===== config.mk =====
export PLATFORM = sky130hd
export DESIGN_NAME = squeeze_weight_sequencer_flat
export DESIGN_NICKNAME = d
export VERILOG_FILES = /design/src/rtl/fire_seq_pkg.sv /design/src/rtl/squeeze_weight_sequencer_if.sv /design/src/rtl/wrap_counter.sv /design/src/rtl/squeeze_weight_sequencer.sv /design/src/flat_wrapper.sv
export SDC_FILE = /design/constraint.sdc
export NUM_CORES = 1
export LEC_CHECK = 0
export ABC_AREA = 1
export ABC_CLOCK_PERIOD_IN_PS = 2300
export CAP_MARGIN = 20
export CORE_ASPECT_RATIO = 0.75
export CORE_MARGIN = 1.5
export CORE_UTILIZATION = 27
export CTS_CLUSTER_DIAMETER = 200
export DETAILED_ROUTE_END_ITERATION = 10
export GPL_ROUTABILITY_DRIVEN = 0
export PLACE_DENSITY = 0.45
export SLEW_MARGIN = 15
export SYNTH_ARGS = -nofsm -noshare
export SYNTH_HDL_FRONTEND = slang
export SYNTH_SLANG_ARGS = --single-unit

===== constraint.sdc =====
create_clock -name clk -period 2.3 [get_ports clk]
set_clock_uncertainty 0.05 [all_clocks]
set_input_delay 0.23 -clock clk [delete_from_list [all_inputs] [get_ports clk]]
set_output_delay 0.23 -clock clk [all_outputs]
set_load 0.02 [all_outputs]

===== src/rtl/fire_seq_pkg.sv =====
// ---------------------------------------------------------------------------
// fire_seq_pkg
//   Types shared by the fire-layer weight sequencers.
//   seq_state_t : sequencer FSM state (IDLE, RUN, DRAIN)
//   beat_tag_t  : per-beat side tags registered alongside the ROM read
//   clog2_min1  : counter width helper that never returns 0
// ---------------------------------------------------------------------------
package fire_seq_pkg;

    typedef enum logic [1:0] {
        IDLE  = 2'd0,
        RUN   = 2'd1,
        DRAIN = 2'd2
    } seq_state_t;

    typedef struct packed {
        logic last;       // beat is the final address of a pass
        logic pass_last;  // beat is the final word of the final pass
    } beat_tag_t;

    localparam int LANES = 16;

    // A modulus of 1 or 2 still needs a 1-bit register.
    function automatic int clog2_min1(input int n);
        return (n <= 2) ? 1 : $clog2(n);
    endfunction

endpackage


===== src/rtl/squeeze_weight_sequencer_if.sv =====
// ---------------------------------------------------------------------------
// squeeze_weight_sequencer_if
//   Bundle between the squeeze weight sequencer and its consumer/ROM.
//   master : sequencer side (drives rom_addr, w_valid, tags, busy, done,
//            state_dbg; receives start, w_ready)
//   slave  : consumer side (mirror image)
//
//   Handshake: a beat transfers on every rising edge where w_valid and
//   w_ready are both 1. While w_valid=1 and w_ready=0 the beat, its tags and
//   rom_out stay unchanged until accepted. w_valid never depends on w_ready;
//   rom_addr does, so w_ready must come straight from consumer registers.
// ---------------------------------------------------------------------------
interface squeeze_weight_sequencer_if
    import fire_seq_pkg::*;
#(
    parameter int ADDR = 10
);
    logic            start;
    logic            w_ready;
    logic [ADDR-1:0] rom_addr;
    logic            w_valid;
    logic            w_last;
    logic            w_pass_last;
    logic            busy;
    logic            done;
    seq_state_t      state_dbg;

    modport master (
        input  start, w_ready,
        output rom_addr, w_valid, w_last, w_pass_last, busy, done, state_dbg
    );

    modport slave (
        output start, w_ready,
        input  rom_addr, w_valid, w_last, w_pass_last, busy, done, state_dbg
    );

endinterface


===== src/rtl/wrap_counter.sv =====
// ---------------------------------------------------------------------------
// wrap_counter
//   Modulo-MOD up counter.
//   clk, rst : clock, synchronous active-high reset
//   en       : advance by one (wraps MOD-1 -> 0)
//   clr      : synchronous clear, wins over en
//   cnt      : current count
//   at_max   : cnt == MOD-1
//   wrap     : en && at_max (the count wraps on this edge)
// ---------------------------------------------------------------------------
module wrap_counter #(
    parameter int W   = 4,
    parameter int MOD = 16
) (
    input  logic         clk,
    input  logic         rst,
    input  logic         en,
    input  logic         clr,
    output logic [W-1:0] cnt,
    output logic         at_max,
    output logic         wrap
);

    if (MOD < 1 || MOD > (1 << W)) begin : g_bad_mod
        $error("wrap_counter: MOD must be in 1..2**W");
    end

    always_comb begin
        at_max = (cnt == W'(MOD - 1));
        wrap   = en && at_max;
    end

    always_ff @(posedge clk) begin
        if (rst || clr) begin
            cnt <= '0;
        end else if (en) begin
            cnt <= at_max ? '0 : cnt + 1'b1;
        end
    end

endmodule


===== src/rtl/squeeze_weight_sequencer.sv =====
// ---------------------------------------------------------------------------
// squeeze_weight_sequencer
//   Address sequencer for the fire2 squeeze 16-lane weight ROM array. Walks
//   the shared ROM address 0..DEPTH-1 for NPASS passes and tags each beat so
//   that w_valid/w_last/w_pass_last line up with the ROM's registered output.
//   clk, rst : clock, synchronous active-high reset
//   sif      : master side of squeeze_weight_sequencer_if
//              start, w_ready in; rom_addr, w_valid, w_last, w_pass_last,
//              busy, done, state_dbg out
// ---------------------------------------------------------------------------
module squeeze_weight_sequencer
    import fire_seq_pkg::*;
#(
    parameter int ADDR  = 10,
    parameter int DEPTH = 576,
    parameter int NPASS = 4
) (
    input  logic                          clk,
    input  logic                          rst,
    squeeze_weight_sequencer_if.master    sif
);

    if (DEPTH < 2 || DEPTH > (1 << ADDR)) begin : g_bad_depth
        $error("squeeze_weight_sequencer: DEPTH must be in 2..2**ADDR");
    end
    if (NPASS < 1) begin : g_bad_npass
        $error("squeeze_weight_sequencer: NPASS must be at least 1");
    end

    localparam int PW = clog2_min1(NPASS);

    seq_state_t      state_q, state_d;
    logic [ADDR-1:0] last_addr_q;
    logic            w_valid_q;
    beat_tag_t       tag_q;
    logic            done_q;

    logic            issue;
    logic            final_accept;
    logic            in_idle;

    logic [ADDR-1:0] addr_cnt;
    logic            addr_at_max;
    logic            addr_wrap;
    logic [PW-1:0]   pass_cnt;
    logic            pass_at_max;
    logic            pass_wrap;

    // Counters are parked at 0 whenever the sequencer is idle so every run
    // starts from address 0 of pass 0.
    wrap_counter #(.W(ADDR), .MOD(DEPTH)) u_addr_cnt (
        .clk    (clk),
        .rst    (rst),
        .en     (issue),
        .clr    (in_idle),
        .cnt    (addr_cnt),
        .at_max (addr_at_max),
        .wrap   (addr_wrap)
    );

    wrap_counter #(.W(PW), .MOD(NPASS)) u_pass_cnt (
        .clk    (clk),
        .rst    (rst),
        .en     (addr_wrap),
        .clr    (in_idle),
        .cnt    (pass_cnt),
        .at_max (pass_at_max),
        .wrap   (pass_wrap)
    );

    always_comb begin
        in_idle      = (state_q == IDLE);
        // A new read may go out unless the displayed beat is being held.
        issue        = (state_q == RUN) && !(w_valid_q && !sif.w_ready);
        final_accept = w_valid_q && sif.w_ready && tag_q.pass_last;

        state_d = state_q;
        case (state_q)
            IDLE:    if (sif.start)           state_d = RUN;
            RUN:     if (issue && pass_wrap)  state_d = DRAIN;
            DRAIN:   if (final_accept)        state_d = IDLE;
            default:                          state_d = IDLE;
        endcase
    end

    always_ff @(posedge clk) begin
        if (rst) begin
            state_q     <= IDLE;
            last_addr_q <= '0;
            w_valid_q   <= 1'b0;
            tag_q       <= '0;
            done_q      <= 1'b0;
        end else begin
            state_q <= state_d;
            done_q  <= (state_q == DRAIN) && final_accept;
            if (issue) begin
                last_addr_q     <= addr_cnt;
                w_valid_q       <= 1'b1;
                tag_q.last      <= addr_at_max;
                tag_q.pass_last <= addr_at_max && pass_at_max;
            end else if (w_valid_q && sif.w_ready) begin
                w_valid_q <= 1'b0;
            end
        end
    end

    // On a stall the ROM re-reads the displayed address, keeping rom_out
    // stable without a holding register on the 16 lanes.
    always_comb begin
        sif.rom_addr    = issue ? addr_cnt : last_addr_q;
        sif.w_valid     = w_valid_q;
        sif.w_last      = w_valid_q && tag_q.last;
        sif.w_pass_last = w_valid_q && tag_q.pass_last;
        sif.busy        = (state_q != IDLE);
        sif.done        = done_q;
        sif.state_dbg   = state_q;
    end

endmodule


===== src/flat_wrapper.sv =====
// flat-port wrapper written by rule: the top's interface ports become plain ports
module squeeze_weight_sequencer_flat import fire_seq_pkg::*;
#(
    parameter int ADDR  = 10,
    parameter int DEPTH = 576,
    parameter int NPASS = 4
)
  (clk, rst, sif_start, sif_w_ready, sif_rom_addr, sif_w_valid, sif_w_last, sif_w_pass_last, sif_busy, sif_done, sif_state_dbg);
  squeeze_weight_sequencer_if #(.ADDR(ADDR)) sif_i ();
  input  logic clk;
  input  logic rst;
  input wire logic [$bits(sif_i.start)-1:0] sif_start;
  input wire logic [$bits(sif_i.w_ready)-1:0] sif_w_ready;
  output wire logic [$bits(sif_i.rom_addr)-1:0] sif_rom_addr;
  output wire logic [$bits(sif_i.w_valid)-1:0] sif_w_valid;
  output wire logic [$bits(sif_i.w_last)-1:0] sif_w_last;
  output wire logic [$bits(sif_i.w_pass_last)-1:0] sif_w_pass_last;
  output wire logic [$bits(sif_i.busy)-1:0] sif_busy;
  output wire logic [$bits(sif_i.done)-1:0] sif_done;
  output wire logic [$bits(sif_i.state_dbg)-1:0] sif_state_dbg;
  assign sif_i.start = sif_start;
  assign sif_i.w_ready = sif_w_ready;
  assign sif_rom_addr = sif_i.rom_addr;
  assign sif_w_valid = sif_i.w_valid;
  assign sif_w_last = sif_i.w_last;
  assign sif_w_pass_last = sif_i.w_pass_last;
  assign sif_busy = sif_i.busy;
  assign sif_done = sif_i.done;
  assign sif_state_dbg = sif_i.state_dbg;
  squeeze_weight_sequencer #(.ADDR(ADDR), .DEPTH(DEPTH), .NPASS(NPASS)) u_core (.clk(clk), .rst(rst), .sif(sif_i));
endmodule

* Word-level counts from Yosys, hierarchy flattened
Cells that the tools add are included.
** Word-level totals
- Logic and storage cells :: 44
- Bits in registers :: 28
** Operators by class
- Equality and inequality tests :: 7
- $add $sub $neg :: 2
- Reduce and logical (&&, ||, !) cells :: 18
- Muxes and demuxes :: 9
** Operators with widths (number)
- two-way mux 10 bit :: 2
- logical AND 1 bit :: 11
- adder 10 x 1 -> 10 bit, second input constant :: 1
- equality test 10 bit, second input constant :: 1
- two-way mux 2 bit :: 4
- one-hot mux 2 bit (3 select lines) :: 1
- equality test 2 bit, second input constant :: 2
- inequality test 2 bit, second input constant :: 2
- nonzero test 2 bit :: 2
- AND reduction 3 bit :: 1
- adder 2 x 1 -> 2 bit, second input constant :: 1
- equality test 2 x 1 -> 1 bit, second input constant :: 1
- logical NOT 1 bit :: 2
- logical NOT 2 bit :: 1
- two-way mux 1 bit :: 2
- inequality test 2 x 1 -> 1 bit, second input constant :: 1
- logical OR 1 bit :: 1

* Logic depth before layout (Yosys ltp)
Gate-level depths: netlist of the first run.
- Word-level depth :: 9
- Mapped depth :: 8
- Mapped depth without buffers :: 8

* Cells and area by module
A second synthesis of the first run with hierarchy kept.
** Unflattened totals
- Cell total of the unflattened synthesis :: 213
- Area, all modules :: 1485.2 µm²
** Modules (own cells, without submodules)
- squeeze_weight_sequencer :: area each 819.5 µm², instances 1, cells each 113, seq. area each 320.3 µm²
- wrap_counter at u_core.u_addr_cnt :: area each 548.0 µm², instances 1, cells each 83, seq. area each 200.2 µm²
- wrap_counter at u_core.u_pass_cnt :: area each 117.6 µm², instances 1, cells each 17, seq. area each 40.0 µm²

* Worst setup path before layout of the first run
Ideal clock, no wire load.
- Kind :: register to output
- Start :: reg u_core.w_valid_q (netlist: u_core.sif.w_valid)
- End :: out sif_rom_addr[6]
- Arrival time :: 1.423 ns
- Buffers on the path :: 1
- Required time :: 2.020 ns
- Slack :: 0.597 ns
- Stages on the path, launching flop included :: 8
- Cells stage by stage :: dfxtp_1 > inv_1 > nor2_2 > nor2_4 > inv_2 > buf_6 > nor2_1 > a21oi_1
** Between the ends
- Word-level cells in the longest chain between the ends :: 4
** Ends and longest elaborated chain
- start, declared :: line squeeze_weight_sequencer.sv:34 : logic w_valid_q;
- start signal, assigned :: line squeeze_weight_sequencer.sv:90 : w_valid_q <= 1'b0;
- start signal, assigned :: line squeeze_weight_sequencer.sv:98 : w_valid_q <= 1'b1;
- start signal, assigned :: line squeeze_weight_sequencer.sv:102 : w_valid_q <= 1'b0;
- logical AND 1 bit :: line squeeze_weight_sequencer.sv:74 : issue = (state_q == RUN) && !(w_valid_q && !sif.w_ready);
- logical NOT 1 bit :: line squeeze_weight_sequencer.sv:74
- logical AND 1 bit :: line squeeze_weight_sequencer.sv:74
- two-way mux 10 bit :: line squeeze_weight_sequencer.sv:110 : sif.rom_addr = issue ? addr_cnt : last_addr_q;
- end, declared :: line flat_wrapper.sv:14 : output wire logic [$bits(sif_i.rom_addr)-1:0] sif_rom_addr;
No other way between the ends.

* Worst setup path in the final report of the first run
- Start :: in sif_w_ready
- End :: out sif_rom_addr[3]
** Between the ends
- Word-level cells in the longest chain between the ends :: 5
** Ends and longest elaborated chain
- start, declared :: line flat_wrapper.sv:13 : input wire logic [$bits(sif_i.w_ready)-1:0] sif_w_ready;
- logical NOT 1 bit :: line squeeze_weight_sequencer.sv:74
- logical AND 1 bit :: line squeeze_weight_sequencer.sv:74
- logical NOT 1 bit :: line squeeze_weight_sequencer.sv:74
- logical AND 1 bit :: line squeeze_weight_sequencer.sv:74
- two-way mux 10 bit :: line squeeze_weight_sequencer.sv:110
No other way between the ends.

==> impl_results.md, run 1 <==
* HP Start: u_core.u_pass_cnt.cnt[1]
* Worst Hold Depth at 2
* Max-Cap Viols at 0
* Largest net degree at the start of global routing at 17
* Final slew viol count at 0
* Complex-gate fraction of the synthesized area at 11.6%
* Synth async-reset ratio at 0%
* WL/cell at 11.2 um
* Row count at 21
* Crit share post-route at 91.8%
* Multi-input logic area at 609 um2
* Reg-to-Reg End: u_core.u_pass_cnt.cnt[0]
* CTS buffer count at 3
* Top FF cell, synth: dfxtp_1
* Status: completed
* Vias in the first global route at 1131
* Synth warn at 0
* Starting Density at 28.7%
* Postcts setup bufs at 0
* Met3 GRT Util at 3.80%
* Mapped cell area at 1300 um2
* RSZ-0062 raised after global routing: false
* Area delta synth->final at 27.9%
* CTS root buffer: clkbuf_8
* Share of power burned in registers at 47.5%
* Minimum clock period at 2110 ps
* Total track usage at 12.3%
* Critical path type: primary input to output pin
* Die Ht at 63.2 um
* Final ANT Viol Nets at 0
* Synth Area in XOR/XNOR at 0.672%
* H-tree levels at 1
* Cell variety after synth at 30
* Clock Latency Late Sink at 280 ps
* ANT cells at 0
* Post-Synth Adder-Cell Area at 1.92%
* CTS max path bufs at 2
* CP endpoint kind: output pin
* IO Count at 21
* Via/cell ratio at 4.41
* DP Worst Slack at -15.9 ps
* Largest family of logic cells by synthesized area: simple AND/OR/NAND/NOR gates
* Achievable clock frequency at 474 MHz
* Register-to-register setup slack at 650 ps
* Fillers at 504
* Max VDD drop at 0.355 mV
* DP Area at 1600 um2
* Most frequent cells in the layout: nand2_1 (30), dfxtp_1 (27), inv_1 (25), nor2_1 (25), a21oi_1 (13)
* FF/Latch Area at 562 um2
* Synth Net Count at 181
* Number of flops mapped to enable cells by yosys at 0
* Grt peak-use layer: met1
* Core Util, Final at 36.6%
* CP Launch Type: primary input
* DP HPWL at 2230 um
* Antenna violations before repair at 0
* Max Fanout on Critical Path at 5
* 1st-iter DRT viols at 51
* # port buffers at 20
* Launch point of the worst reg-to-reg path: u_core.u_addr_cnt.cnt[0]
* Clk pwr share at 36.5%
* Syn avg cell area at 7.44 um2
* Final hold viol count at 0
* Chip width at 83.2 um
* Detailed Route WL at 2910 um
* Mux cell area share after synthesis at 0%
* Worst path required time at 2020 ps
* Cell count after synthesis at 175
* Commonest non-fill, non-tap cell in the layout: nand2_1
* Die Area at 5250 um2
* CTS tree: built
* Via count at 1143
* Worst-margin pin slew at 291 ps
* Worst slew margin at 80.5%
* Setup violators final at 0
* Clock-pin slew on the worst setup and hold paths at 90 ps
* Hold Crit Class: register to register
* Register area share after synthesis at 43.0%
* DRC Markers at 0
* Layout cells sized above 1 at 16.3%
* Leakage power at 0.712 nW
* Combinational share of power at 15.9%
* Worst hold margin at 403 ps
* Core area at 4550 um2
* First-pass GRT wire length at 5200 um
* WHS Endpoint: u_core.u_pass_cnt.cnt[1]
* GR Util met1 at 17.8%
* Cts hold-fix bufs at 0
* Power per cell area at 642 nW/um2
* Post-Layout Inst Area at 1670 um2
* DR pass1 iterations at 4
* Congestion Overflow GR at 0
* GR Util met2 at 17.7%
* Switching power at 263 uW
* #FFs+latches synth at 28
* Final nets at 209
* Post-synthesis simple-gate area fraction at 32.6%
* Switching Share at 24.6%
* CP Data Arrival Time at 1830 ps
* R2r worst-path depth at 6
* Setup ws final at 189 ps
* # clock sinks at 28
* Int Power at 807 uW
## layout make-up
cell class              count  share of cell area (%)
repair buffers             28                    15.1
inverters                  26                    6.01
flip-flops and latches     28                    33.7
well taps                  57                    4.28
clock inverters             1                    1.80
multi-input cells         116                    36.6
clock buffers               3                    2.48
## state kept, by name, indices dropped and copies added (netlist names)
signal	cells
u_core.last_addr_q	10
u_core.sif.done	1
u_core.sif.state_dbg	2
u_core.sif.w_valid	1
u_core.tag_q	2
u_core.u_addr_cnt.cnt	10
u_core.u_pass_cnt.cnt	2
## how the worst max path moves through the flow
stage | depth (start not counted) | startpoint | end | slack, ps
after floorplan | 7 | u_core.sif.w_valid | sif_rom_addr[6] | 600
after global placement | 8 | sif_w_ready | sif_rom_addr[5] | -20
after detailed placement | 8 | sif_w_ready | sif_rom_addr[3] | -20
after CTS | 7 | u_core.sif.w_valid | sif_rom_addr[6] | 50
after global routing | 8 | u_core.sif.w_valid | sif_rom_addr[1] | 30
final | 8 | sif_w_ready | sif_rom_addr[3] | 190
## critical path: stages
cell and delay (ps):
clkdlybuf4s50_1 430, nor2_2 190, nor2_4 80, buf_4 150, or2_2 260, o21ai_0 110, inv_1 70, dlygate4sd2_1 320
## synthesized netlist by cell type, drive strengths merged, types with 2 or more instances
cell type / instances / area share (%)
nor3: 3 / 1.5
inv: 26 / 7.5
or2: 7 / 3.4
nand2: 31 / 9.1
ha: 2 / 1.9
o21ai: 10 / 3.8
a21oi: 14 / 5.7
buf: 4 / 2.4
a211oi: 3 / 2.1
nor2: 30 / 10
nand3: 6 / 2.7
nand4: 4 / 1.9
nor3b: 3 / 2.5
dfxtp: 28 / 43
## cells by family (layout without fill, tap and decap cells)
kind of cell	after synthesis	in the layout
AOI/OAI and AO/OA	27	27
xor gates and xnor gates	1	1
adders and majority gates	2	2
buffers and inverters	31	58
DFF	28	28
and+or+nand+nor	86	86
## power by group through the flow
| stage | Sequential [mW] | Combinational [mW] | Clock [mW] |
|---|---|---|---|
| 6_report | 0.508 | 0.170 | 0.391 |
| 5_1_grt | 0.511 | 0.188 | 0.423 |
| 2_1_floorplan | 0.521 | 0.104 | 0 |
| 3_3_place_gp | 0.520 | 0.183 | 0 |
| 3_5_place_dp | 0.520 | 0.184 | 0 |
| 4_1_cts | 0.508 | 0.174 | 0.402 |
## routing by layer
layer,vias up,routed length (um)
li1,608,-
met1,511,1520
met2,19,1210
met3,5,150
met4,0,26
met5,-,0
## through the flow
step	instances	total power, mW	TNS, ps
after floorplan	175	0.625	0
after global placement	255	0.703	-25.2
after detailed placement	255	0.704	-51.4
after CTS	259	1.08	0
after global routing	259	1.12	0
final	259	1.07	0
## what timing repair did
| item | CTS | global route |
|---|---|---|
| endpoints found under the setup margin | 10 | 5 |
| gates resized for setup | 10 | 2 |
| gates cloned | 0 | 0 |
No activity file was read; power rests on OpenSTA's default activity.
==> run 2: changes to the inputs <==
- ABC_CLOCK_PERIOD_IN_PS: 2300 -> 1870
- PLACE_DENSITY: 0.45 -> 0.46
- REMOVE_ABC_BUFFERS: not set -> 1
- SYNTH_HIERARCHICAL: not set -> 1
- clock period: 2.3 -> 1.87 ns (I/O delays scaled with it)
==> run 2 against run 1 <==
Critical path type is now register to output pin. First-iteration DRC count increased by 3.9%. Combinational power rose by 42%. Largest cell class unchanged. Critical path depth decreased by 1. Count of clock-buffer cells in the layout up 1. Area after synthesis is 14% higher. Worst hold slack improved by 20 ps.
==> impl_results.md, run 2 <==
* DR pass1 iterations at 4 (unchanged)
* Detailed Route WL at 2970 um (+2.1%)
* Top FF cell, synth: dfxtp_1
* WL/cell at 9.17 um (-18%)
* Leakage power at 0.948 nW (+33%)
* #FFs+latches synth at 28 (unchanged)
* Cts hold-fix bufs at 0 (unchanged)
* Die Ht at 67.2 um (+6.5%)
* CTS root buffer: clkbuf_8
* Achievable clock frequency at 572 MHz
* Largest family of logic cells by synthesized area: simple AND/OR/NAND/NOR gates
* Crit share post-route at 93.5%
* CP Launch Type: register
* Complex-gate fraction of the synthesized area at 4.21% (-7.4 points)
* Max Fanout on Critical Path at 9 (+4)
* Congestion Overflow GR at 0 (unchanged)
* Setup violators final at 0 (unchanged)
* Synth Area in XOR/XNOR at 0.590% (-0.083 points)
* CTS tree: built
* Clock-pin slew on the worst setup and hold paths at 110 ps (+20 ps)
* Antenna violations before repair at 0 (unchanged)
* Cell variety after synth at 25 (-17%)
* First-pass GRT wire length at 5150 um (-1.1%)
* Synth warn at 6 (+6)
* Clock Latency Late Sink at 280 ps (about the same)
* Total track usage at 11.4% (-0.87 points)
* Register area share after synthesis at 37.7% (-5.3 points)
* Hold Crit Class: register to register
* Via/cell ratio at 3.87 (-12%)
* H-tree levels at 1 (unchanged)
* Syn avg cell area at 6.97 um2 (-6.3%)
* Area leader, netlist: dfxtp_1
* CTS max path bufs at 2 (unchanged)
* Vias in the first global route at 1113 (-1.6%)
* Top cells by area, synth: dfxtp_1 (38%), inv_1 (11%), nand2_1 (11%)
* Starting Density at 27.9% (-0.76 points)
* IO Count at 21 (unchanged)
* Synth async-reset ratio at 0% (unchanged)
* Row count at 23 (+9.5%)
* Layout cells sized above 1 at 21.3% (+4.9 points)
* Largest net degree at the start of global routing at 18 (+1)
* Mux cell area share after synthesis at 0% (unchanged)
* 1st-iter DRT viols at 53 (+3.9%)
* Die Area at 5960 um2 (+13%)
* ANT cells at 0 (unchanged)
* Slowest stage delay, CP at 370 ps (-60 ps)
* DP HPWL at 2300 um (+3.1%)
* Cells after DPL at 320 (+25%)
* Worst slew margin at 83.1% (+2.7 points)
* Fin cells at 324 (+25%)
* Final ANT Viol Nets at 0 (unchanged)
* Resized cells post-CTS at 11 (+1)
* Area delta synth->final at 29.8%
* Power per cell area at 650 nW/um2 (+1.1%)
* Final hold viol count at 0 (unchanged)
* Worst path required time at 1630 ps (-390 ps)
* Worst path slowest cell: dfxtp_2
* Post-Synth Adder-Cell Area at 2.53% (+0.61 points)
* Top-area cell type share of the netlist area at 37.7% (-5.3 points)
* Postcts setup bufs at 0 (unchanged)
* Core area at 5320 um2 (+17%)
* Max VDD drop at 0.220 mV (-38%)
* Status: completed
* Number of flops mapped to enable cells by yosys at 0 (unchanged)
* Critical path type: register to output pin
* RSZ-0062 raised after global routing: false
* Max-Cap Viols at 0 (unchanged)
* Total power at 1.25 mW (+17%)
* # clock sinks at 28 (unchanged)
* Final slew viol count at 0 (unchanged)
* CP endpoint kind: output pin
* Most frequent cells in the layout: inv_1 (42), nand2_1 (42), dfxtp_1 (27)
* Via count at 1255 (+9.8%)
* Final nets at 257 (+23%)
* Mapped cell area at 1490 um2 (+14%)
* Largest regs: u_core/last_addr_q x10, u_core/u_addr_cnt/cnt x10
* Cell count after synthesis at 213 (+22%)
* List of most frequent post-synthesis cells: inv_1 (42), nand2_1 (42), dfxtp_1 (28)
* Worst path cell trace: inv_2 -> nor2_4 -> buf_6 -> nand3b_1 -> nand2_2 -> inv_1 -> dlygate4sd2_1
* CTS buffer count at 3 (unchanged)
* CP Data Arrival Time at 1510 ps (-320 ps)
* DRC Markers at 0 (unchanged)
* Setup_tns at 0 ps (unchanged)
* Worst-margin pin slew at 253 ps (-38.4 ps)
* Minimum clock period at 1750 ps
* # port buffers at 20 (unchanged)
* Chip width at 88.6 um (+6.5%)
* Post-synthesis simple-gate area fraction at 41.4% (+8.9 points)
[run 2: cell types whose count changed in the layout (fill, tap and decap cells not counted), sizes merged, moves of 5 or more]
cell / delta
dlygate4sd2: -5
inv: +17
or2: -6
nor2: +7
a21oi: -5
nand3: +5
nand3b: +9
buf: +9
nand2: +27
o21ai: -8
clkdlybuf4s15: +6
[run 2: logic make-up (layout without fill, tap and decap cells)]
kind of cell | after synthesis | count (layout)
xor+xnor | 1 | 1
simple gates | 121 | 121
compound gates | 12 | 12
buf+inv | 48 | 84
fa+ha+maj | 3 | 3
flops | 28 | 28
[run 2: power by group]
| group | internal [mW] | switching (mW) | leakage, nW | total (mW) |
|---|---|---|---|---|
| clock network | 0.189 | 0.200 | 0.0288 | 0.389 |
| logic | 0.103 | 0.139 | 0.692 | 0.241 |
| registers | 0.616 | 0.00703 | 0.228 | 0.623 |
| total | 0.907 | 0.345 | 0.948 | 1.25 |
[run 2: final timing paths]
path	startpoint	end	slack, ps	depth (start not counted)
worst max register to register	u_core/sif.state_dbg[0]	u_core/sif.state_dbg[0]	210	11
worst max-delay path	u_core/sif.state_dbg[0]	sif_rom_addr[4]	120	7
worst min-delay path	u_core/tag_q[1]	u_core/tag_q[1]	420	2
worst min register to register	u_core/tag_q[1]	u_core/tag_q[1]	420	2
[run 2: metrics by stage]
stage / cell area (um2) / utilization (%) / hold WS, ps / worst slack [ps]
2_1_floorplan: 1450 / - / 204 / -3.53
3_3_place_gp: 1870 / 35.1 / 420 / -107
3_5_place_dp: 1870 / 35.1 / 414 / -108
4_1_cts: 1910 / 35.9 / 430 / 10.4
5_1_grt: 1930 / 36.2 / 444 / 0.879
6_report: 1930 / 36.2 / 424 / 121
[run 2: area by class of cell]
class | count | area, um2
well taps | 75 | 93.8
multi-input cells | 137 | 727
clock buffers | 4 | 55.1
fillers | 590 | 3400
flip-flops and latches | 28 | 562
inverters | 43 | 161
repair buffers | 37 | 329
[run 2: per-layer routing]
layer | share of wire [%] | GRT usage [%] | vias up | wire length, um
met5 | 0 | 0 | - | 0
met4 | 0.74 | 3.52 | 0 | 22
met3 | 3.5 | 3.67 | 2 | 105
li1 | - | - | 711 | -
met1 | 60 | 16.9 | 529 | 1780
met2 | 36 | 15.5 | 13 | 1060
[run 2: critical path, delay by kind of cell, from the launching register on]
family                 cells  cell delay [ps]
and+or+nand+nor            3              310
DFF                        1              370
buffers and inverters      4              550
